[config.mk]
export PLATFORM = sky130hd
export DESIGN_NAME = ps2_key_event_ctrl
export DESIGN_NICKNAME = d
export VERILOG_FILES = /design/src/rtl/ps2_key_event_ctrl.sv
export SDC_FILE = /design/constraint.sdc
export NUM_CORES = 1
export LEC_CHECK = 0
export ABC_CLOCK_PERIOD_IN_PS = 4000
export CORE_ASPECT_RATIO = 1.4
export CORE_MARGIN = 2
export CORE_UTILIZATION = 50
export DETAILED_ROUTE_END_ITERATION = 10
export GPL_TIMING_DRIVEN = 0
export PLACE_DENSITY = 0.7
export SETUP_SLACK_MARGIN = 0.1
export SYNTH_ARGS = -nofsm -noshare
export SYNTH_HDL_FRONTEND = slang
export SYNTH_SLANG_ARGS = --single-unit
[constraint.sdc]
create_clock -name clk -period 4 [get_ports clk]
set_clock_uncertainty 0.05 [all_clocks]
set_input_delay 0.6 -clock clk [delete_from_list [all_inputs] [get_ports clk]]
set_output_delay 0.6 -clock clk [all_outputs]
set_load 0.05 [all_outputs]
[src/rtl/ps2_key_event_ctrl.sv]
// PS/2 scan-byte sequencer: folds E0/F0 prefixes into key events, drops control bytes,
// suppresses typematic repeats and queues events in a small FWFT buffer.
module ps2_key_event_ctrl #(
  parameter int unsigned FIFO_DEPTH  = 4,
  parameter int unsigned TIMEOUT_CYC = 1000000
) (
  input  logic                         clk,
  input  logic                         reset,
  input  logic [7:0]                   codigo_tecla,
  input  logic                         ready,
  output logic                         evt_valid,
  output logic [7:0]                   evt_code,
  output logic                         evt_ext,
  output logic                         evt_release,
  input  logic                         evt_ack,
  output logic [$clog2(FIFO_DEPTH):0]  fifo_level,
  output logic                         overflow
);

  localparam int unsigned AW = $clog2(FIFO_DEPTH);
  localparam int unsigned CW = $clog2(TIMEOUT_CYC);
  localparam logic [CW-1:0] CntMax = CW'(TIMEOUT_CYC - 1);
  localparam logic [AW:0]   LvlFull = (AW + 1)'(FIFO_DEPTH);

  typedef enum logic [1:0] {StIdle, StExt, StBrk, StExtBrk} state_e;

  state_e          r_state, w_state_nxt;
  logic [CW-1:0]   r_cnt, w_cnt_nxt;
  logic [7:0]      r_held_code;
  logic            r_held_ext;
  logic            r_held_valid;
  logic [9:0]      r_mem [FIFO_DEPTH];
  logic [AW-1:0]   r_wptr, r_rptr;
  logic [AW:0]     r_level;
  logic            r_overflow;

  logic            w_is_e0, w_is_f0, w_is_ctrl;
  logic            w_evt_req, w_evt_ext, w_evt_rel;
  logic            w_make, w_match, w_push_req, w_push, w_pop, w_full;
  logic [9:0]      w_head;

  assign w_is_e0   = (codigo_tecla == 8'hE0);
  assign w_is_f0   = (codigo_tecla == 8'hF0);
  assign w_is_ctrl = (codigo_tecla == 8'h00) || (codigo_tecla == 8'hAA) ||
                     (codigo_tecla == 8'hEE) || (codigo_tecla == 8'hFA) ||
                     (codigo_tecla == 8'hFC) || (codigo_tecla == 8'hFE) ||
                     (codigo_tecla == 8'hFF);

  always_comb begin
    w_state_nxt = r_state;
    w_cnt_nxt   = r_cnt;
    w_evt_req   = 1'b0;
    w_evt_ext   = 1'b0;
    w_evt_rel   = 1'b0;
    if (ready) begin
      w_cnt_nxt = '0;
      case (r_state)
        StIdle: begin
          if (w_is_e0)      w_state_nxt = StExt;
          else if (w_is_f0) w_state_nxt = StBrk;
          else if (!w_is_ctrl) w_evt_req = 1'b1;
        end
        StExt: begin
          if (w_is_f0) w_state_nxt = StExtBrk;
          else if (!w_is_e0) begin
            w_evt_req   = 1'b1;
            w_evt_ext   = 1'b1;
            w_state_nxt = StIdle;
          end
        end
        StBrk: begin
          w_state_nxt = StIdle;
          if (!w_is_e0 && !w_is_f0) begin
            w_evt_req = 1'b1;
            w_evt_rel = 1'b1;
          end
        end
        StExtBrk: begin
          w_state_nxt = StIdle;
          if (!w_is_e0 && !w_is_f0) begin
            w_evt_req = 1'b1;
            w_evt_ext = 1'b1;
            w_evt_rel = 1'b1;
          end
        end
        default: w_state_nxt = StIdle;
      endcase
    end else if (r_state == StIdle) begin
      w_cnt_nxt = '0;
    end else if (r_cnt == CntMax) begin
      // Stale prefix: abandon the partial sequence without an event.
      w_state_nxt = StIdle;
      w_cnt_nxt   = '0;
    end else begin
      w_cnt_nxt = r_cnt + CW'(1);
    end
  end

  assign w_make     = w_evt_req && !w_evt_rel;
  assign w_match    = r_held_valid && (r_held_code == codigo_tecla) && (r_held_ext == w_evt_ext);
  assign w_push_req = w_evt_req && !(w_make && w_match);
  assign w_full     = (r_level == LvlFull);
  assign w_pop      = evt_ack && (r_level != '0);
  assign w_push     = w_push_req && (!w_full || w_pop);

  always_ff @(posedge clk) begin
    if (reset) begin
      r_state      <= StIdle;
      r_cnt        <= '0;
      r_held_code  <= '0;
      r_held_ext   <= 1'b0;
      r_held_valid <= 1'b0;
      r_wptr       <= '0;
      r_rptr       <= '0;
      r_level      <= '0;
      r_overflow   <= 1'b0;
    end else begin
      r_state <= w_state_nxt;
      r_cnt   <= w_cnt_nxt;
      if (w_make && !w_match) begin
        r_held_code  <= codigo_tecla;
        r_held_ext   <= w_evt_ext;
        r_held_valid <= 1'b1;
      end else if (w_evt_req && w_evt_rel && w_match) begin
        r_held_valid <= 1'b0;
      end
      if (w_push) r_wptr <= r_wptr + AW'(1);
      if (w_pop)  r_rptr <= r_rptr + AW'(1);
      if (w_push && !w_pop)      r_level <= r_level + (AW + 1)'(1);
      else if (w_pop && !w_push) r_level <= r_level - (AW + 1)'(1);
      if (w_push_req && !w_push) r_overflow <= 1'b1;
    end
  end

  always_ff @(posedge clk) begin
    if (w_push) r_mem[r_wptr] <= {w_evt_ext, w_evt_rel, codigo_tecla};
  end

  assign w_head      = r_mem[r_rptr];
  assign evt_valid   = (r_level != '0);
  assign evt_code    = evt_valid ? w_head[7:0] : 8'h00;
  assign evt_release = evt_valid ? w_head[8] : 1'b0;
  assign evt_ext     = evt_valid ? w_head[9] : 1'b0;
  assign fifo_level  = r_level;
  assign overflow    = r_overflow;

endmodule

==> flow_summary.toml, run 1 <==
[power]
power_frac_comb_pct = 33.1
switching_power_uw = 851.0
p_int_mw = 1.683
cellPowerDensity_nw_per_um2 = 587.4
p_leak_nw = 1.520
p_clk_share_pct = 28.1
ir_drop_uv = 305.5
seq_power_share_pct = 38.8
netSwitchingFraction_pct = 33.59

[clocking]
clkSinkCount = 82
cts_root_buf = "clkbuf_8"
clock_latency_ps = 350
clock_path_buffers = 2
cts_resized = 0
clk_pin_slew_ps = 90
ctsHtreeMaxLevel = 3
postCtsSetupBuffers = 0
cts_tree = "done"
cts_made_buffers = 9
hold_buffers = 0

[logic_synthesis]
netlist_area_um2 = 3691
synth_edf_count = 40
synth.net_count = 322
syn-mean-instance-area_um2 = 12.18
synth_seq_cells = 82
yosysSeqAreaShare_pct = 55.32
synthTopCellsByArea = "edfxtp_1 (33%), dfxtp_1 (23%), mux4_2 (6.1%), xor2_1 (4.7%), nor2_1 (3.3%)"
ys.flop_type = "dfxtp_1"
synth_cell_types = 46
synth_top_area_share_pct = 32.54
ys_async_sr_fraction_pct = 0
yosys_warnings = 0
postSynthCellCount = 303
synth_top_cell_by_area = "edfxtp_1"

[detailed_routing]
drt_wl_total_um = 6773
initialDrtViolationCount = 85
vias = 2326
vias_per_cell = 5.262
drt_first_pass_iters = 4
antenna_left = 0
drc = 0
routedWlPerCell_um = 15.32

[die]
start_util_pct = 50.78
fp.dieW_um = 76.62
die_h_um = 105.7
ios = 27
coreArea_um2 = 7268
floorplan.rows = 37
die-area_um2 = 8095

[critical_path]
slowest_delay_ps = 680
endpoint_kind = "register"
cp_common_cell = "xor2_1"
worstPathRequired_ps = 4230
worst_ep_arrival_time_ps = 3740
cp_cell_sequence = "clkdlybuf4s50_1, nor4_4, a21oi_2, xor2_1, o21a_2, ha_1, inv_1, fa_1, xor2_1, or3_1, a21oi_1"
startpoint_type = "input pin"
criticalPathCategory = "input pin to register"
cpLargestDelayFamily = "simple AND/OR/NAND/NOR gates"
critical_path.max_fanout = 11
cp_num_buf_inv = 2
cpMaxStageDelayCell = "clkdlybuf4s50_1"

[timing]
finalCriticalPeriod_ps = 3510
worstMarginPinSlew_ps = 617.3
tns_ps = 0
fmax_mhz = 284.9
relSlewSlack_pct = 58.85
final-max-slew-violation-count = 0
finalSetupViolations = 0
grt_setup_unrepaired = "false"
finalHoldViolations = 0
fin_crit_sh_pct = 87.75

[placed_design]
hpwl_um = 4775
dp_cells = 426
gp_congestion = 0.7468
port_buffers = 26

[cells_and_area]
stdcell_count = 442
areaGrowthSynthToFinish_pct = 16.85
n_antenna_cell = 0
n_fill_cell = 613
drive_gt1_share_pct = 10.14
nets = 359

[grt]
grt_pass1_wl_um = 11230
grt_max_degree = 15
gr-total-overflow = 0
antenna_found_initial = 0
gr-usage-all-layers_pct = 18.42
grt_pass1_vias = 2377

[hold_path]
hold_class = "register to register"

[outcome]
outcome = "completed"

[flow_run]
drv_cap = 0
==> sequential cells by signal (all words and copies together) (netlist names), named ones only <==
signal / flops
r_mem: 40
r_cnt: 20
r_held_code: 8
fifo_level: 3
r_rptr: 2
r_state: 2
r_wptr: 2
overflow: 1
r_held_ext: 1
r_held_valid: 1
==> worst paths after layout <==
check / slack [ps] / startpoint / cells past startpoint / to
hold reg to reg: 390 / r_cnt[0]$_SDFF_PP0_ / 1 / r_cnt[0]$_SDFF_PP0_
setup reg to reg: 1360 / r_state[0]$_SDFFE_PP0P_ / 10 / fifo_level[2]$_SDFFE_PP0P_
hold / removal: 390 / r_cnt[0]$_SDFF_PP0_ / 1 / r_cnt[0]$_SDFF_PP0_
setup / recovery: 490 / codigo_tecla[1] / 11 / fifo_level[2]$_SDFFE_PP0P_
==> layer usage <==
metal	track usage [%]	routed length, um	vias up
met5	0	0	-
met4	10.39	156	0
met3	4.709	211	13
met2	32.81	3664	49
met1	19.67	2741	1108
li1	-	-	1156
==> cell usage in the layout, fill, tap and decap left out, drive strengths merged, types with 2 or more instances in the layout <==
cell,Yosys,routed
ha,6,6
nor4,6,6
dfxtp,42,42
nor2,32,32
nor3,4,4
bufinv,0,3
mux4,10,10
clkdlybuf4s50,0,26
clkinv,0,3
clkbuf,4,13
and3,5,5
nand3,10,10
and4,4,4
xnor2,10,10
mux2i,11,11
a21oi,8,8
inv,8,9
edfxtp,40,40
and2,17,17
or2b,2,2
buf,4,4
or3,4,4
or4b,3,3
o211a,2,2
nand2b,18,18
xor2,20,20
o21ai,3,3
nand2,13,13
nand4,4,4
==> logic make-up (layout without fill, tap and decap cells) <==
logic type | Yosys count | count (layout) | share of synthesized area (%)
fa+ha+maj | 8 | 8 | 2.847
flops | 82 | 82 | 55.32
xor+xnor | 30 | 30 | 7.119
compound gates | 20 | 20 | 3.763
simple gates | 125 | 125 | 19.39
buf+inv | 16 | 58 | 2.067
mux | 22 | 22 | 9.492
==> stage by stage <==
stage               area (um^2)  hold slack, ps  total power [mW]  setup WS [ps]  util [%]
finish                     4313           390.1             2.534          490.0     59.34
global route               4313           434.3             2.640          363.7     59.34
CTS                        4313           392.5             2.561          532.9     59.34
detailed placement         4073           381.2             1.850          159.9     56.03
global placement           4073           379.2             1.838          208.1     56.03
floorplan                  3691           361.2             1.595           1191         -
==> cells in the mapped netlist (2+ instances only) <==
master / instances
nor3_1: 4
and2_1: 17
clkbuf_1: 4
edfxtp_1: 40
nor4_1: 4
nor2_1: 32
mux4_2: 10
xnor2_1: 10
o21ai_0: 3
nand2_1: 12
inv_1: 8
a21oi_1: 7
dfxtp_1: 42
xor2_1: 20
and4_1: 4
ha_1: 6
and3_1: 5
nand4_1: 4
mux2i_1: 11
o211a_1: 2
or4b_1: 2
nand3_1: 10
buf_6: 2
nand2b_1: 18
or3_1: 4
or2b_1: 2
==> area by class of cell <==
cell class / count / area (um^2) / share of cell area [%]
Buffer: 8 / 46.29 / 1.073
Clock buffer: 9 / 123.9 / 2.872
Clock inverter: 7 / 116.4 / 2.698
Inverter: 8 / 30.03 / 0.6963
Multi-Input combinational cell: 205 / 1573 / 36.47
Sequential cell: 82 / 2042 / 47.35
Tap cell: 97 / 121.4 / 2.814
Timing Repair Buffer: 26 / 260.3 / 6.034
==> power groups by stage <==
stage	sequential (mW)	clock, mW	combinational, mW
floorplan	1.04	0	0.550
detailed placement	1.00	0	0.846
finish	0.984	0.712	0.837
global route	0.993	0.759	0.887
CTS	0.985	0.729	0.847
global placement	1.00	0	0.838
No activity file was read; power rests on OpenSTA's default activity.
==> inputs of run 2 (changes only) <==
GPL_TIMING_DRIVEN = unset   (was 0)
==> run 2 against run 1 <==
  * Register-to-register slack gained 40 ps
  * Fmax grew 4.5%
  * Critical path type unchanged
  * Sequential cell count is the same
  * Critical endpoint unchanged
  * Non-clock buffer count shrank 1
  * Via count grew 1.7%
  * Clock power shrank 11%
  * Cell count shrank 0.23%
==> flow_summary.toml, run 2 (synthesized netlist as in run 1, its figures left out) <==
[outcome]
outcome = "completed"

[grt]
met2_usage_pct = 33.50
gr-total-overflow = 0
grt_pass1_wl_um = 11570
grt_max_degree = 21
grt_pass1_vias = 2437
grt-busiest-layer = "met2"
met1_usage_pct = 20.49
antenna_found_initial = 0
use_met3_pct = 3.682
gr-usage-all-layers_pct = 18.65

[die]
floorplan.rows = 37
fp.dieW_um = 76.62
start_util_pct = 50.78
die_h_um = 105.7
die-area_um2 = 8095
coreArea_um2 = 7268
ios = 27

[power]
netSwitchingFraction_pct = 34.03
switching_power_uw = 831.5
power_frac_comb_pct = 32.6
p_int_mw = 1.612
cellPowerDensity_nw_per_um2 = 569.7
p_clk_share_pct = 25.9
seq_power_share_pct = 41.5
p_leak_nw = 1.516
ir_drop_uv = 282.0

[hold_path]
hold_depth = 1
hold_end = "r_cnt[0]$_SDFF_PP0_"
hold_class = "register to register"
hp-start = "r_cnt[0]$_SDFF_PP0_"

[timing]
grt_setup_unrepaired = "false"
finalSetupViolations = 0
fmax_mhz = 297.8
final-max-slew-violation-count = 0
fin_ws_ps = 641.5
finalCriticalPeriod_ps = 3359
relSlewSlack_pct = 53.81
tns_ps = 0
fin_crit_sh_pct = 83.96
worstMarginPinSlew_ps = 691.9
finalHoldViolations = 0

[clocking]
clk_pin_slew_ps = 80
ctsHtreeMaxLevel = 3
cts_made_buffers = 9
cts_tree = "done"
postCtsSetupBuffers = 0
clock_path_buffers = 2
clkSinkCount = 82
clock_latency_ps = 350
cts_root_buf = "clkbuf_8"
cts_resized = 0
hold_buffers = 0

[critical_path]
worstPathRequired_ps = 4230
cp_common_cell = "xor2_1"
ff2ff_path_depth = 10
endpoint_kind = "register"
slowest_delay_ps = 610
cp_cell_sequence = "clkdlybuf4s50_1, nor4_4, a21oi_2, xor2_1, o21a_2, ha_1, inv_1, fa_1, xor2_1, or3_1, a21oi_1"
regToRegStartpoint = "r_state[0]$_SDFFE_PP0P_"
worst_ep_arrival_time_ps = 3590
reg2reg_to = "fifo_level[2]$_SDFFE_PP0P_"
cpMaxStageDelayCell = "clkdlybuf4s50_1"
cpLargestDelayFamily = "simple AND/OR/NAND/NOR gates"
startpoint_type = "input pin"
criticalPathCategory = "input pin to register"
startpoint = "codigo_tecla[2]"
r2r_setup_slack_ps = 1400
critical_path.max_fanout = 10
cp_num_buf_inv = 2

[cells_and_area]
reg_top3 = "r_mem (40), r_cnt (20), r_held_code (8)"
n_antenna_cell = 0
top_register = "r_mem"
areaGrowthSynthToFinish_pct = 16.20
stdcell_count = 441
layout_common_cells = "dfxtp_1 (42), edfxtp_1 (40), nor2_1 (32)"
nets = 358
n_fill_cell = 641
final_area_um2 = 4289
largest_register_ffs = 40
layout_commonest_cell = "dfxtp_1"
drive_gt1_share_pct = 11.34

[detailed_routing]
routedWlPerCell_um = 15.30
drt_wl_total_um = 6748
initialDrtViolationCount = 92
antenna_left = 0
drc = 0
vias_per_cell = 5.363
drt_first_pass_iters = 5
vias = 2365

[placed_design]
place_ws_ps = 314.4
gp_congestion = 0.8124
port_buffers = 26
hpwl_um = 4851
dpl_cell_area_um2 = 4079
dp_cells = 425

[flow_run]
drv_cap = 0
-- run 2: cell types whose count changed in the layout (fill, tap and decap cells not counted) --
cell,change
buf_1,-1
buf_2,-1
buf_4,+7
buf_6,-2
bufinv_16,-1
clkbuf_1,-3
clkinv_1,-1
clkinv_2,+2
clkinv_4,-1
clkinvlp_4,+1
inv_6,-1
-- run 2: layer usage --
metal	up-vias	part of all wire, %
li1	1151	-
met1	1165	40
met2	37	55
met3	12	2.7
met4	0	2.4
met5	-	0
-- run 2: cell type report --
type | count | area [um^2] | share of cell area (%)
multi-input cells | 205 | 1573 | 36.67
well taps | 97 | 121.4 | 2.830
clock buffers | 10 | 127.6 | 2.975
clock inverters | 6 | 82.58 | 1.925
inverters | 8 | 30.03 | 0.7001
flip-flops and latches | 82 | 2042 | 47.61
repair buffers | 33 | 312.8 | 7.293
-- run 2: through the flow --
| stage | util [%] | hold slack [ps] | power (mW) |
|---|---|---|---|
| final | 59.01 | 411.2 | 2.444 |
| after global routing | 59.01 | 451.0 | 2.561 |
| after CTS | 59.01 | 421.7 | 2.474 |
| after detailed placement | 56.12 | 405.8 | 1.844 |
| after global placement | 56.12 | 379.7 | 1.834 |
| after floorplan | - | 361.2 | 1.595 |
-- run 2: worst register-to-register path, stage by stage (launching register included) --
cell and delay (ps):
dfxtp_1 350, nand2_1 80, a21oi_2 240, xor2_1 310, o21a_2 280, ha_1 200
inv_1 60, fa_1 370, xor2_1 160, or3_1 300, a21oi_1 130
-- run 2: worst max path at each step --
stage                                       endpoint  slack [ps]  cells past startpoint
after floorplan           fifo_level[2]$_SDFFE_PP0P_        1190                     10
after global placement    fifo_level[2]$_SDFFE_PP0P_         420                     11
after detailed placement  fifo_level[2]$_SDFFE_PP0P_         310                     11
after CTS                 fifo_level[2]$_SDFFE_PP0P_         660                     11
after global routing      fifo_level[2]$_SDFFE_PP0P_         420                     11
final                     fifo_level[2]$_SDFFE_PP0P_         640                     11
-- run 2: power by group through the flow --
stage,clock network (mW),registers [mW],logic (mW)
2_1_floorplan,0,1.04,0.550
3_5_place_dp,0,1.04,0.807
5_1_grt,0.678,1.03,0.854
6_report,0.633,1.01,0.797
4_1_cts,0.648,1.02,0.808
3_3_place_gp,0,1.03,0.801
==> inputs of run 3 (changes only) <==
ABC_CLOCK_PERIOD_IN_PS = 3500   (was 4000)
clock period = 3.5 ns   (was 4 ns; I/O delays follow)
==> run 3 against run 2 <==
  * Register-to-register slack got worse by 440 ps
  * Via count decreased by 0.21%
  * Sequential power increased by 14%
  * Total power increased by 12%
  * Sequential cell count unchanged
  * Critical path depth unchanged
  * Worst hold slack got worse by 11 ps
  * Largest cell class unchanged
  * Largest power group unchanged
==> flow_summary.toml, run 3 (synthesized netlist as in run 1, its figures left out) <==
[timing]
worstMarginPinSlew_ps = 643.2
finalCriticalPeriod_ps = 3096
fmax_mhz = 323.0
final-max-slew-violation-count = 0
finalSetupViolations = 0
fin_ws_ps = 404.4
relSlewSlack_pct = 56.99
tns_ps = 0
grt_setup_unrepaired = "false"
fin_crit_sh_pct = 88.45
finalHoldViolations = 0

[critical_path]
startpoint_type = "input pin"
worstPathRequired_ps = 3730
cp_common_cell = "a21oi_1"
cpMaxStageDelayCell = "clkdlybuf4s50_1"
criticalPathCategory = "input pin to register"
cpLargestDelayFamily = "adder cells"
cp_num_buf_inv = 2
cp_num_cells = 11
endpoint_kind = "register"
critical_path.max_fanout = 8
worst_ep_arrival_time_ps = 3320
ff2ff_path_depth = 9
cp_cell_sequence = "clkdlybuf4s50_1, maj3_1, a21oi_1, o2111a_1, o21a_2, ha_1, inv_1, fa_1, xor2_1, or3_1, a21oi_1"
slowest_delay_ps = 580

[placed_design]
port_buffers = 26
place_ws_ps = 54.76
gp_congestion = 0.8570
dpl_cell_area_um2 = 4146
hpwl_um = 4888

[outcome]
outcome = "completed"

[clocking]
postCtsSetupBuffers = 0
ctsHtreeMaxLevel = 3
hold_buffers = 0
cts_root_buf = "clkbuf_8"
clk_pin_slew_ps = 100
clkSinkCount = 82
clock_latency_ps = 360
cts_tree = "done"
clock_path_buffers = 2
cts_resized = 0
cts_made_buffers = 9

[detailed_routing]
initialDrtViolationCount = 87
drt_first_pass_iters = 4
drt_wl_total_um = 6792
routedWlPerCell_um = 15.09
vias_per_cell = 5.244
drc = 0
vias = 2360
antenna_left = 0

[power]
cellPowerDensity_nw_per_um2 = 629.9
ir_drop_uv = 323.3
p_total_mw = 2.729
p_leak_nw = 1.544

[cells_and_area]
top_register = "r_mem"
final_area_um2 = 4332
layout_commonest_cell = "dfxtp_1"
layout_common_cells = "dfxtp_1 (42), edfxtp_1 (40), nor2_1 (32)"
multiInputGateArea_um2 = 1573
nets = 367
areaGrowthSynthToFinish_pct = 17.36
n_fill_cell = 626
reg_top3 = "r_mem (40), r_cnt (20), r_held_code (8)"
final_util_pct = 59.60
largest_register_ffs = 40
regArea_um2 = 2042
n_antenna_cell = 0
drive_gt1_share_pct = 13.88

[die]
die_h_um = 105.7
die-area_um2 = 8095
start_util_pct = 50.78
floorplan.rows = 37
coreArea_um2 = 7268
fp.dieW_um = 76.62
ios = 27

[grt]
gr-total-overflow = 0
grt_max_degree = 21
grt_pass1_vias = 2407
grt_pass1_wl_um = 11340
gr-usage-all-layers_pct = 18.32
antenna_found_initial = 0

[hold_path]
hold_class = "register to register"
hold_depth = 1

[flow_run]
drv_cap = 0
==> run 3: layout make-up <==
cell class / instances / area share, %
flip-flops and latches: 82 / 47.14
multi-input cells: 205 / 36.31
repair buffers: 42 / 8.781
clock buffers: 9 / 2.860
well taps: 97 / 2.802
clock inverters: 7 / 1.415
inverters: 8 / 0.6932
==> run 3: routing by layer <==
metal  share of wire, %  vias to the layer above  track usage (%)
met4                2.5                        0            7.922
li1                   -                     1166                -
met1                 41                     1142            19.70
met3                2.8                       12            4.110
met5                  0                        -                0
met2                 53                       40            34.07
==> run 3: stage by stage <==
step / cells / hold WS, ps
3_3_place_gp: 434 / 381.4
2_1_floorplan: 303 / 361.2
6_report: 450 / 400.4
4_1_cts: 450 / 401.0
3_5_place_dp: 434 / 387.1
5_1_grt: 450 / 423.6
==> run 3: path summary, 6_finish.rpt <==
path,slack (ps),to,from
min reg2reg,400,r_cnt[0]$_SDFF_PP0_,r_cnt[0]$_SDFF_PP0_
max,400,fifo_level[2]$_SDFFE_PP0P_,codigo_tecla[1]
max reg2reg,960,fifo_level[2]$_SDFFE_PP0P_,fifo_level[0]$_SDFFE_PP0P_
min,400,r_cnt[0]$_SDFF_PP0_,r_cnt[0]$_SDFF_PP0_
==> run 3: report_power, final <==
group          leakage [nW]  switching, mW  internal [mW]  total [mW]
logic                 0.744          0.571          0.376       0.946
registers             0.711         0.0623           1.08        1.15
clock network        0.0884          0.368          0.269       0.637
total                  1.54           1.00           1.73        2.73
